--- src/rtl/mips_pkg.sv ---
// Shared fetch-control types and constants for the pipelined MIPS core.
package mips_pkg;

    localparam int unsigned SEL_W   = 2;
    localparam int unsigned PC_STEP = 4;

    // Next-PC mux select encodings
    localparam logic [SEL_W-1:0] SEL_BRANCH = 2'b00;
    localparam logic [SEL_W-1:0] SEL_JUMP   = 2'b01;
    localparam logic [SEL_W-1:0] SEL_INCR   = 2'b10;

    // PC sequencer operating states
    typedef enum logic [1:0] {
        ST_RUN    = 2'd0,
        ST_STEP   = 2'd1,
        ST_HALTED = 2'd2
    } seq_state_e;

endpackage

--- src/rtl/pc_sequencer.sv ---
// Fetch-stage PC sequencer: owns the PC register and incrementer, selects the
// next-PC mux input and gates PC updates by stall, halt and single-step mode.
module pc_sequencer
    import mips_pkg::*;
#(
    parameter int unsigned            DATA_WIDTH = 32,
    parameter logic [DATA_WIDTH-1:0]  RESET_PC   = '0
) (
    input  logic                  i_clk,
    input  logic                  i_reset_n,
    input  logic                  i_branch_taken,
    input  logic                  i_jump,
    input  logic                  i_stall,
    input  logic                  i_halt,
    input  logic                  i_debug_mode,
    input  logic                  i_step,
    input  logic                  i_restart,
    input  logic [DATA_WIDTH-1:0] i_pc_next,
    output logic [DATA_WIDTH-1:0] o_pc,
    output logic [DATA_WIDTH-1:0] o_pc_incr,
    output logic [SEL_W-1:0]      o_pc_select,
    output logic                  o_pc_write,
    output logic                  o_flush,
    output logic                  o_halted,
    output logic [DATA_WIDTH-1:0] o_advance_count
);

    seq_state_e            state_q, state_d;
    logic                  step_pending_q, step_pending_d;
    logic [DATA_WIDTH-1:0] pc_q, pc_d;
    logic [DATA_WIDTH-1:0] count_q, count_d;
    logic                  adv_c;

    // Next-PC select: the branch belongs to the older instruction, so it wins
    always_comb begin
        o_pc_select = SEL_INCR;
        if (i_branch_taken) begin
            o_pc_select = SEL_BRANCH;
        end else if (i_jump) begin
            o_pc_select = SEL_JUMP;
        end
    end

    // Advance qualifier, evaluated on the current state only
    always_comb begin
        adv_c = 1'b0;
        if (!i_halt && !i_stall) begin
            case (state_q)
                ST_RUN:  adv_c = 1'b1;
                ST_STEP: adv_c = i_step || step_pending_q;
                default: adv_c = 1'b0;
            endcase
        end
    end

    // Next state, step latch, PC and advance counter
    always_comb begin
        state_d        = state_q;
        step_pending_d = step_pending_q;
        pc_d           = pc_q;
        count_d        = count_q;

        if (adv_c) begin
            pc_d    = i_pc_next;
            count_d = count_q + DATA_WIDTH'(1);
        end

        case (state_q)
            ST_RUN: begin
                step_pending_d = 1'b0;
                if (i_halt) begin
                    state_d = ST_HALTED;
                end else if (i_debug_mode) begin
                    state_d = ST_STEP;
                end
            end
            ST_STEP: begin
                if (i_halt) begin
                    state_d        = ST_HALTED;
                    step_pending_d = 1'b0;
                end else if (!i_debug_mode) begin
                    state_d        = ST_RUN;
                    step_pending_d = 1'b0;
                end else if (adv_c) begin
                    step_pending_d = 1'b0;
                end else if (i_step) begin
                    step_pending_d = 1'b1;
                end
            end
            ST_HALTED: begin
                if (i_restart) begin
                    state_d        = ST_RUN;
                    step_pending_d = 1'b0;
                    pc_d           = RESET_PC;
                end
            end
            default: begin
                state_d        = ST_RUN;
                step_pending_d = 1'b0;
            end
        endcase
    end

    // State registers with asynchronous reset
    always_ff @(posedge i_clk or negedge i_reset_n) begin
        if (!i_reset_n) begin
            state_q        <= ST_RUN;
            step_pending_q <= 1'b0;
            pc_q           <= RESET_PC;
            count_q        <= '0;
        end else begin
            state_q        <= state_d;
            step_pending_q <= step_pending_d;
            pc_q           <= pc_d;
            count_q        <= count_d;
        end
    end

    assign o_pc            = pc_q;
    assign o_pc_incr       = pc_q + DATA_WIDTH'(PC_STEP);
    assign o_pc_write      = adv_c;
    assign o_flush         = adv_c && (i_branch_taken || i_jump);
    assign o_halted        = (state_q == ST_HALTED);
    assign o_advance_count = count_q;

endmodule

--- config.mk ---
export PLATFORM = sky130hd
export DESIGN_NAME = pc_sequencer
export DESIGN_NICKNAME = d
export VERILOG_FILES = /design/src/rtl/mips_pkg.sv /design/src/rtl/pc_sequencer.sv
export SDC_FILE = /design/constraint.sdc
export NUM_CORES = 1
export LEC_CHECK = 0
export BUFFER_PORTS_ARGS = -buffer_cell sky130_fd_sc_hd__buf_2
export CAP_MARGIN = 20
export CORE_ASPECT_RATIO = 0.7
export CORE_MARGIN = 2
export CORE_UTILIZATION = 44
export DETAILED_ROUTE_END_ITERATION = 6
export GPL_TIMING_DRIVEN = 0
export PLACE_DENSITY = 0.87
export SLEW_MARGIN = 30
export SYNTH_ARGS = -nofsm -noshare
export SYNTH_HDL_FRONTEND = slang
export SYNTH_SLANG_ARGS = --single-unit
export TNS_END_PERCENT = 100
--- constraint.sdc ---
create_clock -name i_clk -period 2 [get_ports i_clk]
set_clock_uncertainty 0.1 [all_clocks]
set_input_delay 0.4 -clock i_clk [delete_from_list [all_inputs] [get_ports i_clk]]
set_output_delay 0.4 -clock i_clk [all_outputs]
set_load 0.01 [all_outputs]
=== Word-level counts from Yosys, hierarchy flattened ===
Cells that the tools add are included.
Widths: inputs -> output; s select.

* $add $sub $neg: 2
* Equality and inequality tests: 6
* Mux-type cells: 19
* Reduce and logical (&&, ||, !) cells: 9

{| class="wikitable"
|+ Operators with widths
! operator !! number
|-
| $mux 32 || 3
|-
| $add 32x1->32 const B || 1
|-
| $add 32x3->32 const B || 1
|-
| $mux 2 || 7
|-
| $mux 1 || 6
|-
| $ne 3x3->1 const B || 2
|-
| $pmux 2 s3 || 1
|-
| $ne 5x5->1 const B || 1
|-
| $pmux 1 s2 || 2
|-
| $reduce_and 3->1 || 1
|-
| $eq 2x1->1 const B || 1
|-
| $eq 2x2->1 const B || 1
|-
| $logic_and 1x1->1 || 2
|-
| $logic_not 1->1 || 2
|-
| $logic_not 2->1 || 1
|-
| $logic_or 1x1->1 || 2
|-
| $ne 2x2->1 const B || 1
|-
| $reduce_and 2->1 || 1
|}

* Register bits: 67
* Bits of input ports: 41
* Output and inout bits: 101
* Word-level logic and storage cells: 40

=== Longest topological paths before layout ===
* Depth after elaboration: 7
* Mapped depth: 6
* Mapped depth without buffers: 5

=== Least setup slack after synthesis ===
No wires, ideal clock.

* Path kind: reg-to-output
* Start point: reg pc_q[2], in the netlist o_pc[2]
* End point: out o_pc_incr[12]
* Arrival time: 1.656 ns
* Data required time: 1.500 ns
* Path slack: -0.156 ns
* Cell stages (with the launch flop): 6
* Buffers on the path: 0
* Cell sequence: dfrtp_1 ha_1 nand3_1 nor2_1 and3_1 xor2_1

* Cells in the longest elaborated chain, start to end: 1

{| class="wikitable"
|+ RTL lines
! item !! RTL line !! RTL
|-
| start, declared || pc_sequencer.sv:30 || <nowiki>logic [DATA_WIDTH-1:0] pc_q, pc_d;</nowiki>
|-
| start signal, assigned || pc_sequencer.sv:114 || <nowiki>pc_q <= pc_d;</nowiki>
|-
| $add 32x3->32 || pc_sequencer.sv:120 || <nowiki>assign o_pc_incr = pc_q + DATA_WIDTH'(PC_STEP);</nowiki>
|-
| end, declared || pc_sequencer.sv:20 || <nowiki>output logic [DATA_WIDTH-1:0] o_pc_incr,</nowiki>
|}

Every way passes these cells.

=== Worst setup path after layout ===
* Start point: reg pc_q[2], in the netlist o_pc[2]
* End point: out o_pc_incr[28]

Same word-level chain as after synthesis.

==> flow_summary.yaml <==
yosys:
  yosysMostFrequentCell: "sky130_fd_sc_hd__nand2_1"
  synth_common_cells: "sky130_fd_sc_hd__nand2_1, sky130_fd_sc_hd__dfrtp_1, sky130_fd_sc_hd__xnor2_1"
  netlist_top_cells_area: "sky130_fd_sc_hd__dfrtp_1, sky130_fd_sc_hd__xnor2_1, sky130_fd_sc_hd__nand2_1"
  postSynthAreaPerCell_um2: 9.20
  synth-seq-area-share: 0.490
  synth.cell_area_um2: 3420
  synth-edff-count: 0
  synth.net_count: 415
  postSynthRegisterBits: 67
  synth.distinct_cells: 29
  synth_area_leader_cell: "sky130_fd_sc_hd__dfrtp_1"
  synth_top_flop_cell: "sky130_fd_sc_hd__dfrtp_1"
  async_reset_ff_frac: 1.00
  synth_largest_type_area_fraction: 0.490
  synthesis.yosys.warnings: 0
  syn_inst: 372
cells_and_area:
  finalNonFillerCells: 668
  design.final.nets: 609
  n_fill_cell: 570
  register_cell_area_after_layout_um2: 1700
  layout-drive-gt1-share: 0.444
  post_layout_util: 0.695
  multi_input_area_um2: 1880
  diodes: 0
  synthesis_to_finish_area_growth_pct: 50.5
setup_path:
  critPathLaunchType: "flip-flop"
  startpoint: "o_pc[2]"
  timing.critical_path.required_ps: 1500
  timing.reg2reg.setup_slack_ps: -110
  reg2regPathDepth: 5
  setup.worst_path.end: "o_pc_incr[28]"
  worst-setup-path-type: "reg2out"
  rr_startpoint: "state_q[1]"
  worstReg2RegEnd: "o_advance_count[21]"
  worst-path-max-fanout: 7
  crit_path_end_kind: "primary output"
  worst-endpoint-arrival_ps: 1810
sta:
  grt_setup_unrepaired: "yes"
  tightestPinTransition_ps: 706
  timing_hold_violations_final: 0
  finalWorstPathRequiredPeriod_ps: 2310
  fmax_ghz: 0.434
  setup_tns_ps: -5620
  setup_viol: 30
  postLayoutSetupSlackWorst_ps: -307
  slew_headroom: 0.528
  post-route-period-util: 1.15
  final_max_slew_viol_count: 0
hold_path:
  timing.hold.worst.start: "i_pc_next[27]"
  hp-class: "in2reg"
global_routing:
  antenna_found_initial: 0
  gr-usage-all-layers: 0.244
  first_global_vias: 3319
  global_route_wire_length_before_repair_um: 16300
  largest_net_degree_at_the_start_of_global_routing: 43
  overflow: 0
outcome:
  status: "finished with violations"
  failed_checks: "setup timing"
power:
  power.density_cell_area_nw_per_um2: 781
  leakage_uw: 0.00264
  p_total_uw: 4020
  vdd_ir_drop_max_uv: 533
drt:
  vias_per_cell: 5.31
  1st_pass_router_iterations: 4
  wl_per_cell_um: 15.6
  antenna_violating_nets_post_route: 0
  routed_wl_um: 10500
  detailroute.via_count: 3548
  post-route-drc-count: 0
  detailedRoute.firstIterationViolations: 188
die:
  die_w_um: 109
  core_area_um2: 7420
  floorplan.initialDensity: 0.462
  top_level_ports: 142
  dieArea_um2: 8510
  dieHeight_um: 77.8
  fp-row-count: 26
job:
  drv_cap: 0
clock_tree:
  clk_pin_slew_worst_paths_ps: 70
  clk-insertion-delay-late_ps: 330
  cts.sinks: 67
  clock_tree.root_cell: "sky130_fd_sc_hd__clkbuf_8"
  maximum_count_of_clock_buffers_along_a_single_path: 2
  num_cts_buffers: 9
  tritoncts_clock_tree: "yes"
  deepest_level_of_the_cts_h_tree: 3
place:
  dpl.hpwl_um: 7140
  weighted_congestion_at_the_end_of_routability_driven_global_placement: 0.843
  dp_cells: 612
  placement.io_buffers: 141
==> per-stage QoR <==
step	hold WS, ps	cell area, um2	setup slack (ps)
2_1_floorplan	4.41	3440	5.66
3_3_place_gp	364	4270	-654
3_5_place_dp	237	4290	-641
4_1_cts	189	4840	-282
5_1_grt	184	5150	-437
6_report	203	5150	-307
==> cell families (layout without fill, tap and decap cells) <==
kind of cell,Yosys count,in the layout,share of synthesized area
xor+xnor,59,59,0.151
buf+inv,25,222,0.0318
flops,67,67,0.490
simple gates,184,185,0.269
fa+ha+maj,2,2,0.00731
compound gates,35,35,0.0512
==> how the worst min path moves through the flow <==
stage                          end  slack [ps]  depth (start not counted)
2_1_floorplan   o_advance_count[0]           4                          0
3_3_place_gp   o_advance_count[26]         360                          1
3_5_place_dp   o_advance_count[15]         240                          1
4_1_cts                   o_pc[27]         190                          3
5_1_grt                   o_pc[14]         180                          3
6_report                  o_pc[27]         200                          3
==> critical path, cell delays in order, from the launching register on <==
cell and delay, ps:
sky130_fd_sc_hd__dfrtp_2 390, sky130_fd_sc_hd__ha_2 230, sky130_fd_sc_hd__nand3_4 130, sky130_fd_sc_hd__nor2_4 160, sky130_fd_sc_hd__buf_12 140, sky130_fd_sc_hd__nand4_1 110, sky130_fd_sc_hd__xnor2_1 170, sky130_fd_sc_hd__buf_2 150
==> flip-flops by register name, summed over array words and instances (netlist names) <==
register         flops
o_pc                32
o_advance_count     32
step_pending_q       1
state_q              2
==> cells in the final DEF (no fill, tap or decap), drive strengths merged, types with 12 or more instances in the layout <==
cell type	Yosys	routed
dfrtp	67	67
clkbuf	12	22
nand4	23	23
nor2	12	12
xor2	17	17
buf	5	189
nor3	12	12
xnor2	42	42
nand3	23	23
a21oi	34	34
nand2	82	82
==> per-layer routing <==
metal  track usage  wire length (um)  vias to the layer above
met3        0.0571               804                       16
met4        0.0519               131                        0
met1         0.339              4540                     1723
met2         0.391              4980                      149
met5             0                 0                        -
li1              -                 -                     1660
==> area by class of cell <==
| cell class | count | area share |
|---|---|---|
| inverters | 8 | 0.00656 |
| plain buffers | 13 | 0.0189 |
| clock buffers | 13 | 0.0308 |
| clock inverters | 2 | 0.00680 |
| flip-flops and latches | 67 | 0.329 |
| repair buffers | 186 | 0.220 |
| well taps | 98 | 0.0238 |
| multi-input cells | 281 | 0.364 |
==> what timing repair did <==
action                     CTS  global route
setup endpoints to repair   79            60
setup buffers               26            17
gates resized for setup     34            50
hold buffers                 1             0
pin swaps                   11            20
hold endpoints to repair    25             0
gates cloned                 0             1
==> where the power goes <==
group	internal (uW)	switching [uW]
sequential	1530	226
combinational	554	599
clock	637	476
Power figures use the tool's default switching activity.
